[src/rtl/sram_arbiter.sv]
// Two-port arbiter sharing a single SRAM controller between the MEM-stage port (0) and a secondary port (1).
// Ties go to port 0 by default; define ARB_ROUND_ROBIN_EN to alternate the preferred port after every access.
module sram_arbiter #(
  parameter int ADDR_W  = 32,
  parameter int DATA_W  = 32,
  parameter int TIMEOUT = 15
) (
  input  logic              clk,
  input  logic              rst,
  input  logic              p0_rd_en,
  input  logic              p0_wr_en,
  input  logic [ADDR_W-1:0] p0_addr,
  input  logic [DATA_W-1:0] p0_wdata,
  output logic [DATA_W-1:0] p0_rdata,
  output logic              p0_ready,
  input  logic              p1_rd_en,
  input  logic              p1_wr_en,
  input  logic [ADDR_W-1:0] p1_addr,
  input  logic [DATA_W-1:0] p1_wdata,
  output logic [DATA_W-1:0] p1_rdata,
  output logic              p1_ready,
  output logic              mem_rd_en,
  output logic              mem_wr_en,
  output logic [ADDR_W-1:0] mem_addr,
  output logic [DATA_W-1:0] mem_wdata,
  input  logic [DATA_W-1:0] mem_rdata,
  input  logic              mem_ready,
  output logic              err
);

  localparam int CNT_W = $clog2(TIMEOUT + 1);

  typedef enum logic [1:0] {
    IDLE = 2'd0,
    BUSY = 2'd1,
    DONE = 2'd2
  } state_e;

  state_e            state_q, state_d;
  logic              grant_q, grant_d;
  logic              rd_q, rd_d;
  logic              wr_q, wr_d;
  logic [ADDR_W-1:0] addr_q, addr_d;
  logic [DATA_W-1:0] wdata_q, wdata_d;
  logic [DATA_W-1:0] rdata0_q, rdata0_d;
  logic [DATA_W-1:0] rdata1_q, rdata1_d;
  logic [CNT_W-1:0]  cnt_q, cnt_d;
  logic              err_q, err_d;

  logic req0, req1, pick1;

  assign req0 = p0_rd_en | p0_wr_en;
  assign req1 = p1_rd_en | p1_wr_en;

`ifdef ARB_ROUND_ROBIN_EN
  logic prio_q, prio_d;

  // On a tie the port named by the pointer wins.
  assign pick1 = req1 & (~req0 | prio_q);

  always_ff @(posedge clk or posedge rst) begin
    if (rst) prio_q <= 1'b0;
    else     prio_q <= prio_d;
  end
`else
  assign pick1 = req1 & ~req0;
`endif

  // NOTE: state registers use non-blocking assignments so every flop samples pre-edge values.
  always_ff @(posedge clk or posedge rst) begin
    if (rst) begin
      state_q  <= IDLE;
      grant_q  <= 1'b0;
      rd_q     <= 1'b0;
      wr_q     <= 1'b0;
      addr_q   <= '0;
      wdata_q  <= '0;
      rdata0_q <= '0;
      rdata1_q <= '0;
      cnt_q    <= '0;
      err_q    <= 1'b0;
    end else begin
      state_q  <= state_d;
      grant_q  <= grant_d;
      rd_q     <= rd_d;
      wr_q     <= wr_d;
      addr_q   <= addr_d;
      wdata_q  <= wdata_d;
      rdata0_q <= rdata0_d;
      rdata1_q <= rdata1_d;
      cnt_q    <= cnt_d;
      err_q    <= err_d;
    end
  end

  // NOTE: every signal gets a default before the case so no path can infer a latch.
  always_comb begin
    state_d  = state_q;
    grant_d  = grant_q;
    rd_d     = rd_q;
    wr_d     = wr_q;
    addr_d   = addr_q;
    wdata_d  = wdata_q;
    rdata0_d = rdata0_q;
    rdata1_d = rdata1_q;
    cnt_d    = cnt_q;
    err_d    = 1'b0;
`ifdef ARB_ROUND_ROBIN_EN
    prio_d   = prio_q;
`endif

    unique case (state_q)
      IDLE: begin
        rd_d = 1'b0;
        wr_d = 1'b0;
        if (req0 | req1) begin
          grant_d = pick1;
          // A write wins over a simultaneous read from the same port.
          wr_d    = pick1 ? p1_wr_en : p0_wr_en;
          rd_d    = pick1 ? (p1_rd_en & ~p1_wr_en) : (p0_rd_en & ~p0_wr_en);
          addr_d  = pick1 ? p1_addr : p0_addr;
          wdata_d = pick1 ? p1_wdata : p0_wdata;
          cnt_d   = '0;
          state_d = BUSY;
        end
      end

      BUSY: begin
        cnt_d = cnt_q + CNT_W'(1);
        // The controller's ready can glitch high before it loads, so the first BUSY cycle is ignored.
        if ((cnt_q != '0) && mem_ready) begin
          if (rd_q) begin
            if (grant_q) rdata1_d = mem_rdata;
            else         rdata0_d = mem_rdata;
          end
          rd_d    = 1'b0;
          wr_d    = 1'b0;
          state_d = DONE;
        end else if (cnt_q == CNT_W'(TIMEOUT)) begin
          rd_d    = 1'b0;
          wr_d    = 1'b0;
          err_d   = 1'b1;
          state_d = DONE;
        end
      end

      DONE: begin
        state_d = IDLE;
`ifdef ARB_ROUND_ROBIN_EN
        prio_d  = ~grant_q;
`endif
      end

      default: state_d = IDLE;
    endcase
  end

  assign mem_rd_en = rd_q;
  assign mem_wr_en = wr_q;
  assign mem_addr  = addr_q;
  assign mem_wdata = wdata_q;
  assign p0_rdata  = rdata0_q;
  assign p1_rdata  = rdata1_q;
  assign err       = err_q;

  assign p0_ready = ~req0 | ((state_q == DONE) & ~grant_q);
  assign p1_ready = ~req1 | ((state_q == DONE) &  grant_q);

endmodule

[config.mk]
export PLATFORM = sky130hd
export DESIGN_NAME = sram_arbiter
export DESIGN_NICKNAME = d
export VERILOG_FILES = /design/src/rtl/sram_arbiter.sv
export SDC_FILE = /design/constraint.sdc
export NUM_CORES = 1
export LEC_CHECK = 0
export BUFFER_PORTS_ARGS = -buffer_cell sky130_fd_sc_hd__buf_2
export CAP_MARGIN = 15
export CORE_UTILIZATION = 28
export DETAILED_ROUTE_END_ITERATION = 10
export SLEW_MARGIN = 30
export SYNTH_ARGS = -nofsm -noshare
export SYNTH_HDL_FRONTEND = slang
export SYNTH_SLANG_ARGS = --single-unit
[constraint.sdc]
create_clock -name clk -period 9.87 [get_ports clk]
set_input_delay 0.4935 -clock clk [delete_from_list [all_inputs] [get_ports clk]]
set_output_delay 0.4935 -clock clk [all_outputs]
set_load 0.01 [all_outputs]
==> out/results.tsv, run 1 <==
stage	metric	value	unit
yosys	ys.flop_type	dfrtp_1	
clock_network	post_cts_buffers	0	
yosys	synth.yosys.seq_area_share	57.4	%
clock_network	cts_made_buffers	17	
sta	finalCritPeriodShare	26.7	%
route	wl_per_cell	16.7	µm
flow_run	cap_viol_max_count	0	
sta	rsz0062_at_grt	no	
yosys	async_reset_ff_share	100	%
yosys	synth_cells	421	
route	drtAntennaViolNets	0	
global_routing	grt_pass1_vias	4554	
route	via_per_inst	4.68	
layout	syn_to_final_growth	38.4	%
route	routed_wl	16700	µm
worst_setup_path	r2r_setup_slack	7240	ps
die	io_pins	300	
layout	seqCellArea	3450	µm²
die	rows	53	
global_routing	track_usage	15.0	%
worst_hold_path	hold_path_class	in -> async	
power_and_ir_drop	total_power	2.72	mW
global_routing	grt_overflow	0	
sta	fin_skew	6.61	ps
die	die_h	149	µm
clock_network	cts.clk_slew.worst_paths	60	ps
sta	finalMaxSlewViolations	0	
power_and_ir_drop	leakagePower	3.93	nW
die	core-area	21000	µm²
die	die_w	149	µm
yosys	synth_fp_nets	590	
layout	drive_above_1_share	65.6	%
power_and_ir_drop	cellPowerDensity	327	nW/µm²
worst_setup_path	critical_path_required	10170	ps
die	initial_core_util	28.6	%
yosys	synth_most_common_cell	dfrtp_1	
clock_network	h-tree-depth	4	
clock_network	clk-insertion-delay-late	410	ps
clock_network	numClockSinks	138	
yosys	yosysWarnings	0	
power_and_ir_drop	ir_worst_vdd	111	µV
clock_network	cts_resized	0	
layout	final_util	39.6	%
layout	layout.nets	877	
sta	tightest_slew	846	ps
route	drtIter0Drc	166	
placed_design	routabilityCongestion	0.766	
worst_setup_path	worstSetupPathType	reg -> reg	
yosys	synth_area_leader_cell	dfrtp_1	
die	die-area	22100	µm²
sta	max_freq	0.380	GHz
route	via_count	4669	
placed_design	dp_slack	7070	ps
yosys	synth-edff-count	0	
yosys	synth_top_area_share	57.4	%
clock_network	cts_root_buf	clkbuf_16	
route	dr.pass1.iters	4	
layout	fillers	2089	
global_routing	antenna_found_initial	3	
global_routing	grt_pass1_wl	25000	µm
sta	fin_ws	7240	ps
sta	hold_viol	0	
outcome	outcome	completed	
clock_network	holdBufCountCts	0	
yosys	netlist_top_cells_count	138 x dfrtp_1, 64 x nand3b_1, 64 x o221a_2	
yosys	yosysUniqueCellTypes	35	
clock_network	clk_path_buf_depth	2	
clock_network	cts_tree	done	
worst_setup_path	regToRegStartpoint	state_q[0]	
layout	multi_input_area	2350	µm²
worst_setup_path	crit_arrival	2930	ps
route	drc	0	
sta	setup_viol	0	
worst_setup_path	cp-startpoint	state_q[0]	
sta	fin_crit	2630	ps
placed_design	portBuffers	299	
sta	setup_tns	0	ps
yosys	synth.avg_cell_area	14.3	µm²
yosys	synthesis.area	6010	µm²
worst_setup_path	startpoint_type	flop	
worst_setup_path	timing.rr.end	mem_wdata[11]	
placed_design	dp_hpwl	11900	µm
global_routing	grt_max_degree	73	
sta	relSlewSlack	43.6	%
worst_setup_path	worstSetupEndpointType	flop	
yosys	synth.area.top_cells	dfrtp_1 57%, o221a_2 12%, nand3b_1 8.0%	
worst_setup_path	rr_worst_depth	4	
worst_setup_path	crit_fanout	39	
yosys	synth_seq_cells	138	
-- cell families (layout without fill, tap and decap cells) --
group	count (synthesis)	count (layout)	share of synthesized area [%]
flip-flops	138	138	57.4
AND/OR/NAND/NOR	93	93	10.6
AO/OA/AOI/OAI	81	81	13.8
multiplexers	64	64	13.9
buffers and inverters	42	342	3.75
adder cells (fa/ha/maj)	2	2	0.416
XOR/XNOR	1	1	0.146
other	0	1	0
-- area by class of cell --
type | instances | area share (%)
Tap cell | 275 | 4.13
Inverter | 5 | 0.286
Timing Repair Buffer | 305 | 18.5
Clock buffer | 18 | 5.28
Multi-Input combinational cell | 241 | 28.3
Clock inverter | 14 | 1.97
Sequential cell | 138 | 41.5
Antenna cell | 1 | 0.0301
-- state kept, by name, summed over array words and instances, names as in the netlist --
| name | cells |
|---|---|
| cnt_q | 4 |
| err | 1 |
| grant_q | 1 |
| mem_addr | 32 |
| mem_rd_en | 1 |
| mem_wdata | 32 |
| mem_wr_en | 1 |
| p0_rdata | 32 |
| p1_rdata | 32 |
| state_q | 2 |
-- worst max-delay path: stages (launching register included) --
cell and delay [ps]:
dfrtp_1 460, nor2_4 600, nand3_2 630, buf_4 480
o221a_2 310
-- metal layers --
metal	up-vias	track usage, %	part of all wire, %
met5	-	0	0.25
met4	6	6.34	2.2
met3	28	4.66	8.3
met2	219	24.2	46
met1	2223	18.6	43
li1	2193	-	-
-- how the worst max path moves through the flow --
stage	endpoint	slack [ps]
floorplan	cnt_q[0]	5680
global placement	mem_wdata[27]	7090
detailed placement	mem_addr[0]	7070
CTS	mem_wdata[11]	7180
global route	mem_wdata[6]	7020
finish	mem_wdata[11]	7240
-- per-stage QoR --
step	instance area, µm²	cells	hold WS (ps)
after floorplan	6010	421	538
after global placement	7710	964	483
after detailed placement	7720	964	488
after CTS	8320	996	197
after global routing	8320	996	227
final	8320	997	188
-- power by group --
part | internal (mW) | total [mW] | leakage [nW] | switching (mW)
clock | 0.386 | 0.648 | 0.291 | 0.263
sequential | 0.837 | 0.997 | 1.63 | 0.159
combinational | 0.563 | 1.08 | 2.01 | 0.513
-- cells in the final DEF, fill, tap and decap left out, types with 2 or more instances in the layout --
cell,netlist,final
buf_2,9,299
buf_4,0,6
bufinv_16,0,2
clkbuf_16,0,17
clkinv_4,0,4
clkinvlp_4,0,2
dfrtp_1,138,138
ha_1,2,2
inv_1,5,4
inv_6,0,4
inv_8,0,2
mux2_2,34,34
mux2_4,30,30
nand2_1,7,7
nand2b_1,4,4
nand3_1,3,2
nand3b_1,64,64
nor2_1,4,3
nor2b_1,3,3
o211ai_1,2,2
o21ai_0,7,7
o221a_2,64,64
o22ai_1,2,2
or2_2,1,2
(Power assumes the default switching activity.)
==> inputs of run 2 (changes only) <==
==> constraint.sdc (replaced) <==
create_clock -name clk -period 2.1 [get_ports clk]
set_input_delay 0.105 -clock clk [delete_from_list [all_inputs] [get_ports clk]]
set_output_delay 0.105 -clock clk [all_outputs]
set_load 0.01 [all_outputs]
==> out/results.tsv, run 2 (synthesis results as in run 1) <==
stage	metric	value	unit	change
outcome	outcome	completed		
worst_setup_path	crit_arrival	2170	ps	-760 ps
route	dr.pass1.iters	4		unchanged
route	via_per_inst	4.67		-0.32%
die	die-area	22100	µm²	unchanged
worst_hold_path	hold_end	mem_rd_en		
route	via_count	5135		+10%
die	core-area	21000	µm²	unchanged
die	die_h	149	µm	unchanged
worst_hold_path	holdPathStages	3		
clock_network	cts.clk_slew.worst_paths	70	ps	about the same
sta	finalCritPeriodShare	89.3	%	+63 points
clock_network	clk-insertion-delay-late	410	ps	about the same
global_routing	grt_use_met1	20.2	%	+1.6 points
worst_setup_path	r2r_setup_slack	220	ps	-7010 ps
global_routing	grt_max_degree	139		+90%
worst_setup_path	worstSetupPathType	reg -> reg		
flow_run	cap_viol_max_count	0		unchanged
worst_setup_path	startpoint_type	flop		
layout	layoutNonFillerInstCount	1100		+10%
layout	syn_to_final_growth	55.4	%	
die	initial_core_util	28.6	%	unchanged
route	drc	0		unchanged
layout	layout_commonest_cell	buf_2		
die	io_pins	300		unchanged
clock_network	h-tree-depth	4		unchanged
route	drtIter0Drc	137		-17%
layout	mostFrequentLayoutCells	299 x buf_2, 138 x dfrtp_1, 99 x dlygate4sd3_1, 64 x nand3b_1, 64 x o221a_2		
placed_design	dp_cells	969		+0.52%
global_routing	gr-usage-met3	3.50	%	-1.2 points
power_and_ir_drop	total_power	12.9	mW	+370%
clock_network	cts_made_buffers	17		unchanged
worst_hold_path	worstHoldStart	p0_rd_en		
worst_hold_path	hold_path_class	in -> reg		
clock_network	numClockSinks	138		unchanged
placed_design	portBuffers	299		unchanged
global_routing	grt_pass1_wl	28000	µm	+12%
power_and_ir_drop	leakagePower	4.35	nW	+11%
sta	hold_viol	0		unchanged
layout	layout.nets	981		+12%
sta	fin_crit	1880	ps	-758 ps
global_routing	grt_overflow	0		unchanged
clock_network	post_cts_buffers	0		unchanged
sta	rsz0062_at_grt	no		
sta	setup_viol	0		unchanged
global_routing	use_met2	27.5	%	+3.4 points
sta	fin_skew	7.13	ps	+0.520 ps
global_routing	grt_busiest_layer	met2		
power_and_ir_drop	cellPowerDensity	1380	nW/µm²	+320%
worst_setup_path	rr_worst_depth	6		+2
global_routing	grt_pass1_vias	5316		+17%
die	die_w	149	µm	unchanged
worst_setup_path	crit_fanout	32		-18%
sta	max_freq	0.533	GHz	+40%
route	routed_wl	18000	µm	+7.8%
sta	relSlewSlack	50.8	%	+7.3 points
sta	finalMaxSlewViolations	0		unchanged
die	rows	53		unchanged
route	drtAntennaViolNets	0		unchanged
worst_setup_path	timing.rr.end	p0_rdata[16]		
sta	fin_ws	225	ps	-7010 ps
worst_setup_path	critical_path_required	2400	ps	-7770 ps
sta	setup_tns	0	ps	unchanged
clock_network	cts_root_buf	clkbuf_16		
clock_network	cts_tree	done		
route	wl_per_cell	16.3	µm	-2.3%
global_routing	track_usage	16.4	%	+1.3 points
placed_design	dp_slack	234	ps	-6840 ps
layout	diodes	0		-1
worst_setup_path	worstSetupEndpointType	flop		
placed_design	routabilityCongestion	0.749		-2.2%
placed_design	dp_hpwl	11800	µm	-0.93%
worst_setup_path	regToRegStartpoint	cnt_q[0]		
layout	drive_above_1_share	57.8	%	-7.8 points
global_routing	antenna_found_initial	0		-3
clock_network	clk_path_buf_depth	2		unchanged
sta	tightest_slew	738	ps	-109 ps
power_and_ir_drop	ir_worst_vdd	664	µV	+500%
run 2: cell types whose count changed in the layout (fill, tap and decap cells not counted), sizes merged:
cell / previous run / this run
dlygate4sd3: 0 / 99
buf: 305 / 310
clkinvlp: 2 / 5
bufinv: 2 / 0
clkinv: 5 / 3
diode: 1 / 0
inv: 10 / 11
run 2: worst max path at each step:
stage                        start           end  slack (ps)  depth (start not counted)
after detailed placement  cnt_q[0]   p0_rdata[9]         230                          6
after floorplan                rst      cnt_q[0]         270                          1
after global routing      p0_wr_en      p0_ready         110                          6
after global placement    cnt_q[0]  p0_rdata[16]         250                          6
after CTS                 p0_wr_en      p0_ready          50                          6
final                     cnt_q[0]  p0_rdata[16]         220                          6
run 2: repair_timing:
item / 4_1_cts / 5_1_grt
resized for setup: 0 / 1
endpoints found under the setup margin: 0 / 1
hold buffers: 99 / 0
hold endpoints to repair: 268 / 0
run 2: metal layers:
metal  vias to the layer above  part of all wire, %
met5                         -                    0
met4                         0                  2.3
met3                        22                  6.7
met2                       231                   47
met1                      2489                   44
li1                       2393                    -
run 2: area by class of cell:
| cell class | count | area (µm²) |
|---|---|---|
| multi-input cells | 241 | 2350 |
| fillers | 1934 | 11700 |
| flip-flops and latches | 138 | 3450 |
| well taps | 275 | 344 |
| repair buffers | 409 | 2610 |
| clock inverters | 14 | 133 |
| clock buffers | 18 | 429 |
| inverters | 5 | 22.5 |
run 2: through the flow:
step / hold WS [ps] / cell area (µm²) / util [%]
2_1_floorplan: 253 / 6020 / -
3_3_place_gp: 351 / 7790 / 37.0
3_5_place_dp: 356 / 7790 / 37.0
4_1_cts: 3.14 / 9340 / 44.4
5_1_grt: 28.4 / 9340 / 44.4
6_report: 30.8 / 9340 / 44.4
run 2: report_power, final:
group          internal, mW  leakage, nW  total (mW)  switching (mW)
Clock                  1.56        0.263        2.86            1.30
Sequential             3.94         1.63        4.68           0.743
Combinational          2.82         2.46        5.31            2.49
run 2: critical path: stages, from the launching register on:
cell and delay, ps:
dfrtp_1 420, inv_1 70, ha_1 150, or3b_1 350, and3_2 240, buf_12 190
mux2_4 320
==> inputs of run 3 (changes only) <==
--- a/config.mk
+++ b/config.mk
@@ -9,6 +9,7 @@
 export CAP_MARGIN = 15
 export CORE_UTILIZATION = 28
 export DETAILED_ROUTE_END_ITERATION = 10
+export REMOVE_ABC_BUFFERS = 1
 export SLEW_MARGIN = 30
 export SYNTH_ARGS = -nofsm -noshare
 export SYNTH_HDL_FRONTEND = slang
==> out/results.tsv, run 3 (synthesis results as in run 1) <==
stage	metric	value	unit	change
clock_network	cts_tree	done		
sta	tightest_slew	447	ps	-291 ps
clock_network	cts_root_buf	clkbuf_16		
layout	fillers	1900		-1.8%
worst_setup_path	cp_slowest_cell	dfrtp_1		
clock_network	clk-insertion-delay-late	420	ps	about the same
sta	fin_ws	219	ps	-5.97 ps
power_and_ir_drop	cellPowerDensity	1380	nW/µm²	about the same
worst_hold_path	holdPathStages	3		unchanged
sta	finalCritPeriodShare	89.6	%	+0.28 points
sta	fin_crit	1880	ps	+5.97 ps
sta	setup_viol	0		unchanged
global_routing	track_usage	16.0	%	-0.39 points
layout	layout_commonest_cell	buf_2		
die	initial_core_util	28.6	%	unchanged
worst_setup_path	crit_fanout	32		unchanged
layout	multi_input_area	2350	µm²	unchanged
layout	drive_above_1_share	57.9	%	about the same
clock_network	numClockSinks	138		unchanged
die	die_h	149	µm	unchanged
worst_setup_path	path_depth	6		unchanged
layout	syn_to_final_growth	56.6	%	
layout	layout.nets	982		+0.10%
sta	max_freq	0.532	GHz	-0.32%
route	drtIter0Drc	166		+21%
sta	whs	31.7	ps	+0.960 ps
layout	final_util	44.8	%	+0.34 points
flow_run	cap_viol_max_count	0		unchanged
route	wl_per_cell	15.9	µm	-2.6%
layout	layoutNonFillerInstCount	1101		+0.091%
clock_network	cts_made_buffers	17		unchanged
outcome	outcome	completed		
route	routed_wl	17500	µm	-2.5%
route	via_count	5092		-0.84%
worst_setup_path	worst_path_dominant_cell_family	simple AND/OR/NAND/NOR gates		
clock_network	clk_path_buf_depth	2		unchanged
worst_setup_path	worstSetupPathType	reg -> reg		
sta	hold_viol	0		unchanged
die	io_pins	300		unchanged
worst_setup_path	startpoint_type	flop		
placed_design	portBuffers	299		unchanged
global_routing	antenna_found_initial	0		unchanged
worst_setup_path	crit_arrival	2170	ps	about the same
worst_setup_path	rr_worst_depth	6		unchanged
route	drtAntennaViolNets	0		unchanged
placed_design	dp_cells	969		unchanged
sta	finalMaxSlewViolations	0		unchanged
die	core-area	21000	µm²	unchanged
placed_design	routabilityCongestion	0.751		+0.24%
sta	fin_skew	9.04	ps	+1.92 ps
route	dr.pass1.iters	5		+1
power_and_ir_drop	ir_worst_vdd	530	µV	-20%
worst_setup_path	worstSetupEndpointType	flop		
power_and_ir_drop	total_power	12.9	mW	+0.72%
layout	seqCellArea	3450	µm²	unchanged
clock_network	cts_resized	0		unchanged
worst_setup_path	max_stage_delay	410	ps	about the same
worst_setup_path	critical_path_required	2390	ps	about the same
power_and_ir_drop	leakagePower	4.39	nW	+0.80%
die	die_w	149	µm	unchanged
sta	rsz0062_at_grt	no		
clock_network	cts.clk_slew.worst_paths	60	ps	about the same
global_routing	grt_max_degree	71		-49%
worst_setup_path	crit_chain	inv_1, ha_1, or3b_1, and3_2, buf_12, mux2_4		
global_routing	grt_pass1_vias	5152		-3.1%
placed_design	dp_hpwl	11600	µm	-2.2%
die	die-area	22100	µm²	unchanged
clock_network	h-tree-depth	4		unchanged
die	rows	53		unchanged
placed_design	dp_slack	219	ps	-14.3 ps
sta	relSlewSlack	70.2	%	+19 points
layout	diodes	0		unchanged
route	via_per_inst	4.62		-0.93%
layout	mostFrequentLayoutCells	299 x buf_2, 138 x dfrtp_1, 100 x dlygate4sd3_1, 64 x nand3b_1, 64 x o221a_2		
global_routing	grt_pass1_wl	27300	µm	-2.8%
route	drc	0		unchanged
worst_hold_path	hold_path_class	in -> reg		
global_routing	grt_overflow	0		unchanged
worst_setup_path	crit_buf_inv	2		unchanged
run 3: area by class of cell:
cell class | count | share of cell area [%]
Clock buffer | 18 | 4.67
Clock inverter | 14 | 1.32
Inverter | 5 | 0.253
Multi-Input combinational cell | 241 | 25.0
Sequential cell | 138 | 36.7
Tap cell | 275 | 3.65
Timing Repair Buffer | 410 | 28.5
run 3: power by group:
group | switching, mW | internal, mW | total, mW
registers | 0.749 | 3.94 | 4.68
logic | 2.50 | 2.91 | 5.41
clock network | 1.27 | 1.59 | 2.85
total | 4.51 | 8.43 | 12.9
run 3: worst register-to-register path, delay by kind of cell (launching register included):
family | cells | cell delay, ps
buffers and inverters | 2 | 260
DFF | 1 | 410
muxes | 1 | 340
and+or+nand+nor | 2 | 600
adders and majority gates | 1 | 150
run 3: timing repair:
item | in CTS | in global routing
setup buffers | 0 | 0
endpoints found under the hold margin | 268 | 1
hold buffers | 99 | 1
run 3: layer usage:
| metal | track usage, % | part of all wire [%] | up-vias |
|---|---|---|---|
| li1 | - | - | 2397 |
| met1 | 20.1 | 44 | 2420 |
| met2 | 26.0 | 47 | 251 |
| met3 | 3.77 | 7.1 | 24 |
| met4 | 7.06 | 2.6 | 0 |
| met5 | 0 | 0 | - |
run 3: path summary, 6_finish.rpt:
check / startpoint / to / slack [ps]
worst max-delay path: cnt_q[0] / p0_rdata[22] / 220
worst min-delay path: p0_addr[1] / mem_addr[1] / 30
worst max register to register: cnt_q[0] / p0_rdata[22] / 220
worst min register to register: p1_rdata[10] / p1_rdata[10] / 500
max in group asynchronous: rst / mem_wdata[31] / 1350
min in group asynchronous: rst / p1_rdata[4] / 150
run 3: stage by stage:
stage                     TNS [ps]  instance area [µm²]
after detailed placement         0                 7850
after floorplan            -462760                 5810
after global routing             0                 9410
after CTS                        0                 9400
after global placement           0                 7850
final                            0                 9410
